### src/rtl/hs_ram_arbiter.sv
// hs_ram_arbiter
// Gives the hiscore module safe access to the game core's work RAM.
// To do that it pauses the CPU, waits for the halt acknowledge plus a settle
// interval, and then hands the RAM port to the hiscore side. It also merges
// the user/OSD pause into the single active-low core pause line.
//
// Ports:
//   clk, reset        system clock, asynchronous active-high reset
//   hs_req            hiscore access request (level)
//   hs_addr/hs_wdata  hiscore address / write data
//   hs_we             hiscore write strobe (acted on only while granted)
//   hs_gnt            RAM port granted to the hiscore side
//   hs_rdata          registered RAM read data back to the hiscore side
//   hs_busy           arbiter not idle
//   user_pause        user/OSD pause (level)
//   cpu_halted        core acknowledge that the CPU is stopped
//   cpu_pause_n       pause to the core, active-low
//   ram_sel           1 = hiscore side drives the RAM port
//   ram_addr/ram_wdata/ram_we  registered RAM port drive
//   ram_rdata         synchronous RAM read data (1-cycle latency)
//   timeout_err       one-cycle pulse when the halt acknowledge never came
module hs_ram_arbiter #(
  parameter int AW      = 16,
  parameter int SETTLE  = 4,
  parameter int TIMEOUT = 4095
) (
  input  logic          clk,
  input  logic          reset,
  input  logic          hs_req,
  input  logic [AW-1:0] hs_addr,
  input  logic [7:0]    hs_wdata,
  input  logic          hs_we,
  output logic          hs_gnt,
  output logic [7:0]    hs_rdata,
  output logic          hs_busy,
  input  logic          user_pause,
  input  logic          cpu_halted,
  output logic          cpu_pause_n,
  output logic          ram_sel,
  output logic [AW-1:0] ram_addr,
  output logic [7:0]    ram_wdata,
  output logic          ram_we,
  input  logic [7:0]    ram_rdata,
  output logic          timeout_err
);

  localparam int CNT_MAXV = (SETTLE > TIMEOUT) ? SETTLE : TIMEOUT;
  localparam int CW       = $clog2(CNT_MAXV) + 1;

  localparam logic [CW-1:0] CNT_ZERO    = {CW{1'b0}};
  localparam logic [CW-1:0] CNT_ONE     = {{(CW-1){1'b0}}, 1'b1};
  localparam logic [CW-1:0] CNT_SAT     = {CW{1'b1}};
  localparam logic [CW-1:0] TIMEOUT_END = CW'(TIMEOUT - 1);
  localparam logic [CW-1:0] SETTLE_END  = CW'(SETTLE - 1);

  typedef enum logic [2:0] {
    S_IDLE    = 3'd0,
    S_HALT    = 3'd1,
    S_SETTLE  = 3'd2,
    S_GRANT   = 3'd3,
    S_RELEASE = 3'd4
  } state_t;

  state_t        state_r;
  state_t        state_nxt_s;
  logic [CW-1:0] cnt_r;
  logic [CW-1:0] cnt_nxt_s;
  logic          tmo_s;

  logic          gnt_r;
  logic          ram_sel_r;
  logic          ram_we_r;
  logic          pause_n_r;
  logic          tmo_r;
  logic [AW-1:0] ram_addr_r;
  logic [7:0]    ram_wdata_r;
  logic [7:0]    hs_rdata_r;

  // The counter saturates so a long wait can never wrap back into range.
  function automatic logic [CW-1:0] sat_inc(input logic [CW-1:0] v);
    if (v == CNT_SAT) begin
      return v;
    end else begin
      return v + CNT_ONE;
    end
  endfunction

  // Next-state, counter and timeout decision.
  always_comb begin
    state_nxt_s = state_r;
    cnt_nxt_s   = cnt_r;
    tmo_s       = 1'b0;
    case (state_r)
      S_IDLE: begin
        cnt_nxt_s = CNT_ZERO;
        if (hs_req) begin
          state_nxt_s = S_HALT;
        end else begin
          state_nxt_s = S_IDLE;
        end
      end
      S_HALT: begin
        // Abort beats acknowledge, acknowledge beats timeout.
        if (!hs_req) begin
          state_nxt_s = S_RELEASE;
          cnt_nxt_s   = CNT_ZERO;
        end else if (cpu_halted) begin
          state_nxt_s = S_SETTLE;
          cnt_nxt_s   = CNT_ZERO;
        end else if (cnt_r == TIMEOUT_END) begin
          state_nxt_s = S_RELEASE;
          cnt_nxt_s   = CNT_ZERO;
          tmo_s       = 1'b1;
        end else begin
          cnt_nxt_s   = sat_inc(cnt_r);
        end
      end
      S_SETTLE: begin
        if (!hs_req) begin
          state_nxt_s = S_RELEASE;
          cnt_nxt_s   = CNT_ZERO;
        end else if (!cpu_halted) begin
          state_nxt_s = S_HALT;
          cnt_nxt_s   = CNT_ZERO;
        end else if (cnt_r == SETTLE_END) begin
          state_nxt_s = S_GRANT;
          cnt_nxt_s   = CNT_ZERO;
        end else begin
          cnt_nxt_s   = sat_inc(cnt_r);
        end
      end
      S_GRANT: begin
        cnt_nxt_s = CNT_ZERO;
        if (!hs_req) begin
          state_nxt_s = S_RELEASE;
        end else begin
          state_nxt_s = S_GRANT;
        end
      end
      S_RELEASE: begin
        // Always pass through IDLE so back-to-back requests get a gap.
        state_nxt_s = S_IDLE;
        cnt_nxt_s   = CNT_ZERO;
      end
      default: begin
        state_nxt_s = S_IDLE;
        cnt_nxt_s   = CNT_ZERO;
      end
    endcase
  end

  // State and counter registers.
  always_ff @(posedge clk or posedge reset) begin
    if (reset) begin
      state_r <= S_IDLE;
      cnt_r   <= CNT_ZERO;
    end else begin
      state_r <= state_nxt_s;
      cnt_r   <= cnt_nxt_s;
    end
  end

  // Control outputs, registered from the next state so they line up with it.
  always_ff @(posedge clk or posedge reset) begin
    if (reset) begin
      gnt_r     <= 1'b0;
      ram_sel_r <= 1'b0;
      ram_we_r  <= 1'b0;
      pause_n_r <= 1'b1;
      tmo_r     <= 1'b0;
    end else begin
      gnt_r     <= (state_nxt_s == S_GRANT);
      ram_sel_r <= (state_nxt_s == S_GRANT);
      // A write seen in the last GRANT cycle must not leak into RELEASE.
      ram_we_r  <= hs_we && (state_r == S_GRANT) && (state_nxt_s == S_GRANT);
      pause_n_r <= ~(user_pause | (state_nxt_s != S_IDLE));
      tmo_r     <= tmo_s;
    end
  end

  // RAM address/data track the hiscore side while granted and hold otherwise.
  always_ff @(posedge clk or posedge reset) begin
    if (reset) begin
      ram_addr_r  <= {AW{1'b0}};
      ram_wdata_r <= 8'h00;
    end else if (state_r == S_GRANT) begin
      ram_addr_r  <= hs_addr;
      ram_wdata_r <= hs_wdata;
    end else begin
      ram_addr_r  <= ram_addr_r;
      ram_wdata_r <= ram_wdata_r;
    end
  end

  // Read data capture while the hiscore side owns the RAM port.
  always_ff @(posedge clk or posedge reset) begin
    if (reset) begin
      hs_rdata_r <= 8'h00;
    end else if (ram_sel_r) begin
      hs_rdata_r <= ram_rdata;
    end else begin
      hs_rdata_r <= hs_rdata_r;
    end
  end

  assign hs_gnt      = gnt_r;
  assign ram_sel     = ram_sel_r;
  assign ram_we      = ram_we_r;
  assign cpu_pause_n = pause_n_r;
  assign timeout_err = tmo_r;
  assign ram_addr    = ram_addr_r;
  assign ram_wdata   = ram_wdata_r;
  assign hs_rdata    = hs_rdata_r;
  assign hs_busy     = (state_r != S_IDLE);

endmodule

### config.mk
export PLATFORM = sky130hd
export DESIGN_NAME = hs_ram_arbiter
export DESIGN_NICKNAME = d
export VERILOG_FILES = /design/src/rtl/hs_ram_arbiter.sv
export SDC_FILE = /design/constraint.sdc
export NUM_CORES = 1
export LEC_CHECK = 0
export ABC_AREA = 1
export CAP_MARGIN = 10
export CORE_MARGIN = 2
export CORE_UTILIZATION = 35
export CTS_BUF_LIST = sky130_fd_sc_hd__clkbuf_8 sky130_fd_sc_hd__clkbuf_16
export DETAILED_ROUTE_END_ITERATION = 10
export GPL_TIMING_DRIVEN = 0
export PLACE_DENSITY_LB_ADDON = 0.05
export SLEW_MARGIN = 5
export SYNTH_ARGS = -nofsm -noshare
export SYNTH_HDL_FRONTEND = slang
export SYNTH_SLANG_ARGS = --single-unit
### constraint.sdc
create_clock -name clk -period 1.8 [get_ports clk]
set_input_delay 0.18 -clock clk [delete_from_list [all_inputs] [get_ports clk]]
set_output_delay 0.18 -clock clk [all_outputs]
set_load 0.01 [all_outputs]
==> results.yml <==
synth:
  synthDistinctLibCells: 26
  postSynthNetCount: 333
  synth_sequential_area_ratio_pct: 53.3
  yosysWarnings: 0
  syn-cell-area_mm2: 0.00244
  post_syn_instances: 293
  yosys_register_bits: 52
  post_synth.cell_area_avg_um2: 8.34
power:
  clockPowerShare_pct: 19.4
  leakage_uw: 0.00162
  internal-power_uw: 3040
  cellPowerDensity_mw_per_mm2: 1290
  share_comb_of_total_power_pct: 40.1
  swShare_pct: 31.1
  power.share.sequential_pct: 40.5
  total_switching_power_uw: 1370
  vdd_drop_max_mv: 0.504
cts:
  tritoncts.num_buffers: 5
  clkTransAtPathRegs_ps: 100
  htree_num_levels: 2
  clk_lat_worst_skew_ps: 310
  ctsResizeCount: 0
  cts_tree: "yes"
  cts-root-buf: "clkbuf_8"
  clkSinkCount: 52
  ctsLongestPathBuffers: 2
  postCtsSetupBuffers: 0
  postCtsHoldBufs: 0
route:
  detailroute.via_count: 2075
  drt-wirelength-per-cell_um: 11.9
  detail_route.wirelength_mm: 5.42
  drt-pass1-iter-count: 4
  drt_drc_violations_left: 0
  drt_iter0_markers: 80
  final_antenna_net_count: 0
  viasPerCell: 4.55
critical_path:
  crit_path_max_fanout: 4
  crit_path_cell_trace: "nor2_2 -> nand2_1 -> clkdlybuf4s50_1"
  timing.setup.critical_path_class: "flop to primary output"
  crit_path_start_kind: "flop"
  end_kind: "primary output"
  required_worst_endpoint_ps: 1620
  timing.critical_path.slowest_stage_cell: "clkdlybuf4s50_1"
  critical_path.max_stage_delay_ps: 500
  timing.critical_path.arrival_ps: 1510
placed_design:
  post-place-cells: 448
  preCtsSetupSlack_ps: 136
  dp_hpwl_mm: 4.01
  port-buffer-count: 74
  gp_congestion: 0.806
grt:
  antenna_found_initial: 0
  pin_count_of_the_biggest_net_entering_global_routing: 34
  grt_first_pass_wirelength_mm: 9.02
  globalRouteOverflowTotal: 0
  global_route.usage.total_pct: 14.9
  grt_pass1_vias: 1898
timing:
  finalMaxSlewViolations: 0
  slew_headroom_pct: 68.6
  hold_slack_ps: 198
  hold_viol_final: 0
  finalWorstPathRequiredPeriod_ps: 1690
  achievable-frequency_ghz: 0.591
  worst_slew_pin_slew_ps: 470
  setup_viol_count_final: 0
  unrepaired_setup_endpoints_after_global_routing: "false"
  fin_setup_tns_ps: 0
  final.setup_skew_ps: 6.23
  layout_setup_ws_ps: 108
  final_critical_path_share_of_the_clock_period_pct: 94.0
finish:
  layout-drive-gt1-share_pct: 12.0
  final_net_count: 415
  final_core_util_pct: 50.7
  num_antenna_cells: 0
  areaGrowthSynthToFinish_pct: 40.2
  filler_cell_count: 661
  post_layout_nonfiller_instances: 456
floorplanning:
  floorplan.initialDensity_pct: 36.2
  num_io_pins: 76
  die_width_um: 87.6
  die_area_mm2: 0.00767
  placementRows: 30
  placeableCoreArea_mm2: 0.00676
  die_span_y_um: 87.6
status:
  status: "completed"
job:
  max-cap-violations: 0
worst_hold_path:
  min_path_type: "primary input to async pin"
-- per-layer routing --
metal / global-route usage (%) / vias up / wire length (um)
met5: 0 / - / 0
met4: 4.62 / 0 / 66
met3: 3.39 / 6 / 336
met2: 22.2 / 62 / 2270
met1: 21.7 / 940 / 2750
li1: - / 1067 / -
-- state kept, by name, indices dropped and copies added (netlist names) --
name / flops
cnt_r: 13
cpu_pause_n: 1
hs_rdata: 8
ram_addr: 16
ram_sel: 1
ram_wdata: 8
ram_we: 1
state_r: 3
timeout_err: 1
-- per-stage QoR --
stage	area [um^2]	power (uW)
5_1_grt	3430	4750
3_3_place_gp	3280	3590
6_report	3430	4410
2_1_floorplan	2440	2590
4_1_cts	3430	4490
3_5_place_dp	3300	3620
-- kinds of logic (layout without fill, tap and decap cells) --
group                      count (synthesis)  in the layout  share of synthesized area [%]
AOI/OAI and AO/OA                         15             15                           3.07
xor gates and xnor gates                   2              2                          0.717
adders and majority gates                  2              2                           1.02
buffers and inverters                     40            123                           6.55
DFF                                       52             52                           53.3
muxes                                      8              8                           3.69
and+or+nand+nor                          174            174                           31.6
-- cell usage after synthesis --
cell / instances / area share, %
nand2_1: 113 / 17
dfrtp_1: 51 / 52
inv_1: 28 / 4.3
nor2_1: 22 / 3.4
nand3_1: 14 / 2.9
mux2_2: 8 / 3.7
o21ai_0: 8 / 1.6
a21oi_1: 6 / 1.2
buf_2: 5 / 1.0
nand3_2: 5 / 2.0
nor3_1: 5 / 1.0
inv_2: 4 / 0.61
nor2_4: 4 / 1.8
nand2_2: 3 / 0.77
ha_1: 2 / 1.0
nand4_1: 2 / 0.51
nor2_2: 2 / 0.51
nor3_2: 2 / 0.82
xor2_1: 2 / 0.72
and2_1: 1 / 0.26
buf_4: 1 / 0.31
clkbuf_1: 1 / 0.15
clkinv_1: 1 / 0.15
dfstp_2: 1 / 1.1
nor4_1: 1 / 0.26
o21ai_1: 1 / 0.20
-- final cells by class --
class | count | area, um^2 | share of cell area, %
plain buffers | 7 | 36.3 | 1.06
clock buffers | 6 | 82.6 | 2.41
clock inverters | 2 | 38.8 | 1.13
inverters | 33 | 124 | 3.62
multi-input cells | 201 | 981 | 28.6
flip-flops and latches | 52 | 1300 | 38.0
well taps | 80 | 100 | 2.92
repair buffers | 75 | 761 | 22.2
-- cell usage in the layout (no fill, tap or decap) --
| cell type | instances |
|---|---|
| o21ai_0 | 8 |
| nand2_2 | 3 |
| nand2_1 | 113 |
| mux2_2 | 8 |
| clkbuf_8 | 6 |
| nand3_1 | 14 |
| dfrtp_1 | 51 |
| nor2_1 | 22 |
| buf_2 | 5 |
| nor3_1 | 5 |
| nor2_2 | 2 |
| inv_1 | 27 |
| xor2_1 | 2 |
| buf_12 | 1 |
| clkdlybuf4s50_1 | 74 |
| bufinv_16 | 1 |
| buf_4 | 1 |
| clkbuf_1 | 1 |
| inv_2 | 5 |
| and2_1 | 1 |
| nor2_4 | 4 |
| nand4_1 | 2 |
| nor3_2 | 2 |
| nor4_1 | 1 |
| a21oi_1 | 6 |
| clkinv_1 | 1 |
| ha_1 | 2 |
| dfstp_2 | 1 |
| o21ai_1 | 1 |
| clkinv_4 | 1 |
| nand3_2 | 5 |
-- critical path: cells and delay by family (launching register included) --
kind	cells	cell delay, ps
DFF	1	410
and+or+nand+nor	2	300
buffers and inverters	1	500
-- power by group through the flow --
| stage | sequential [uW] | combinational, uW | clock, uW |
|---|---|---|---|
| floorplan | 1990 | 601 | 0 |
| global placement | 1800 | 1790 | 0 |
| detailed placement | 1810 | 1800 | 0 |
| CTS | 1790 | 1810 | 889 |
| global route | 1840 | 1970 | 937 |
| finish | 1790 | 1770 | 854 |
-- final timing paths --
path | start | endpoint | slack, ps | cells after the start
setup reg to reg | cnt_r[1] | cnt_r[1] | 220 | 6
setup / recovery | state_r[1] | hs_busy | 110 | 3
max in group asynchronous | reset | cpu_pause_n | 1000 | 3
hold reg to reg | ram_addr[3] | ram_addr[3] | 480 | 2
hold / removal | reset | ram_wdata[1] | 200 | 2
min in group clk | hs_req | timeout_err | 230 | 3
Power figures use the tool's default switching activity.
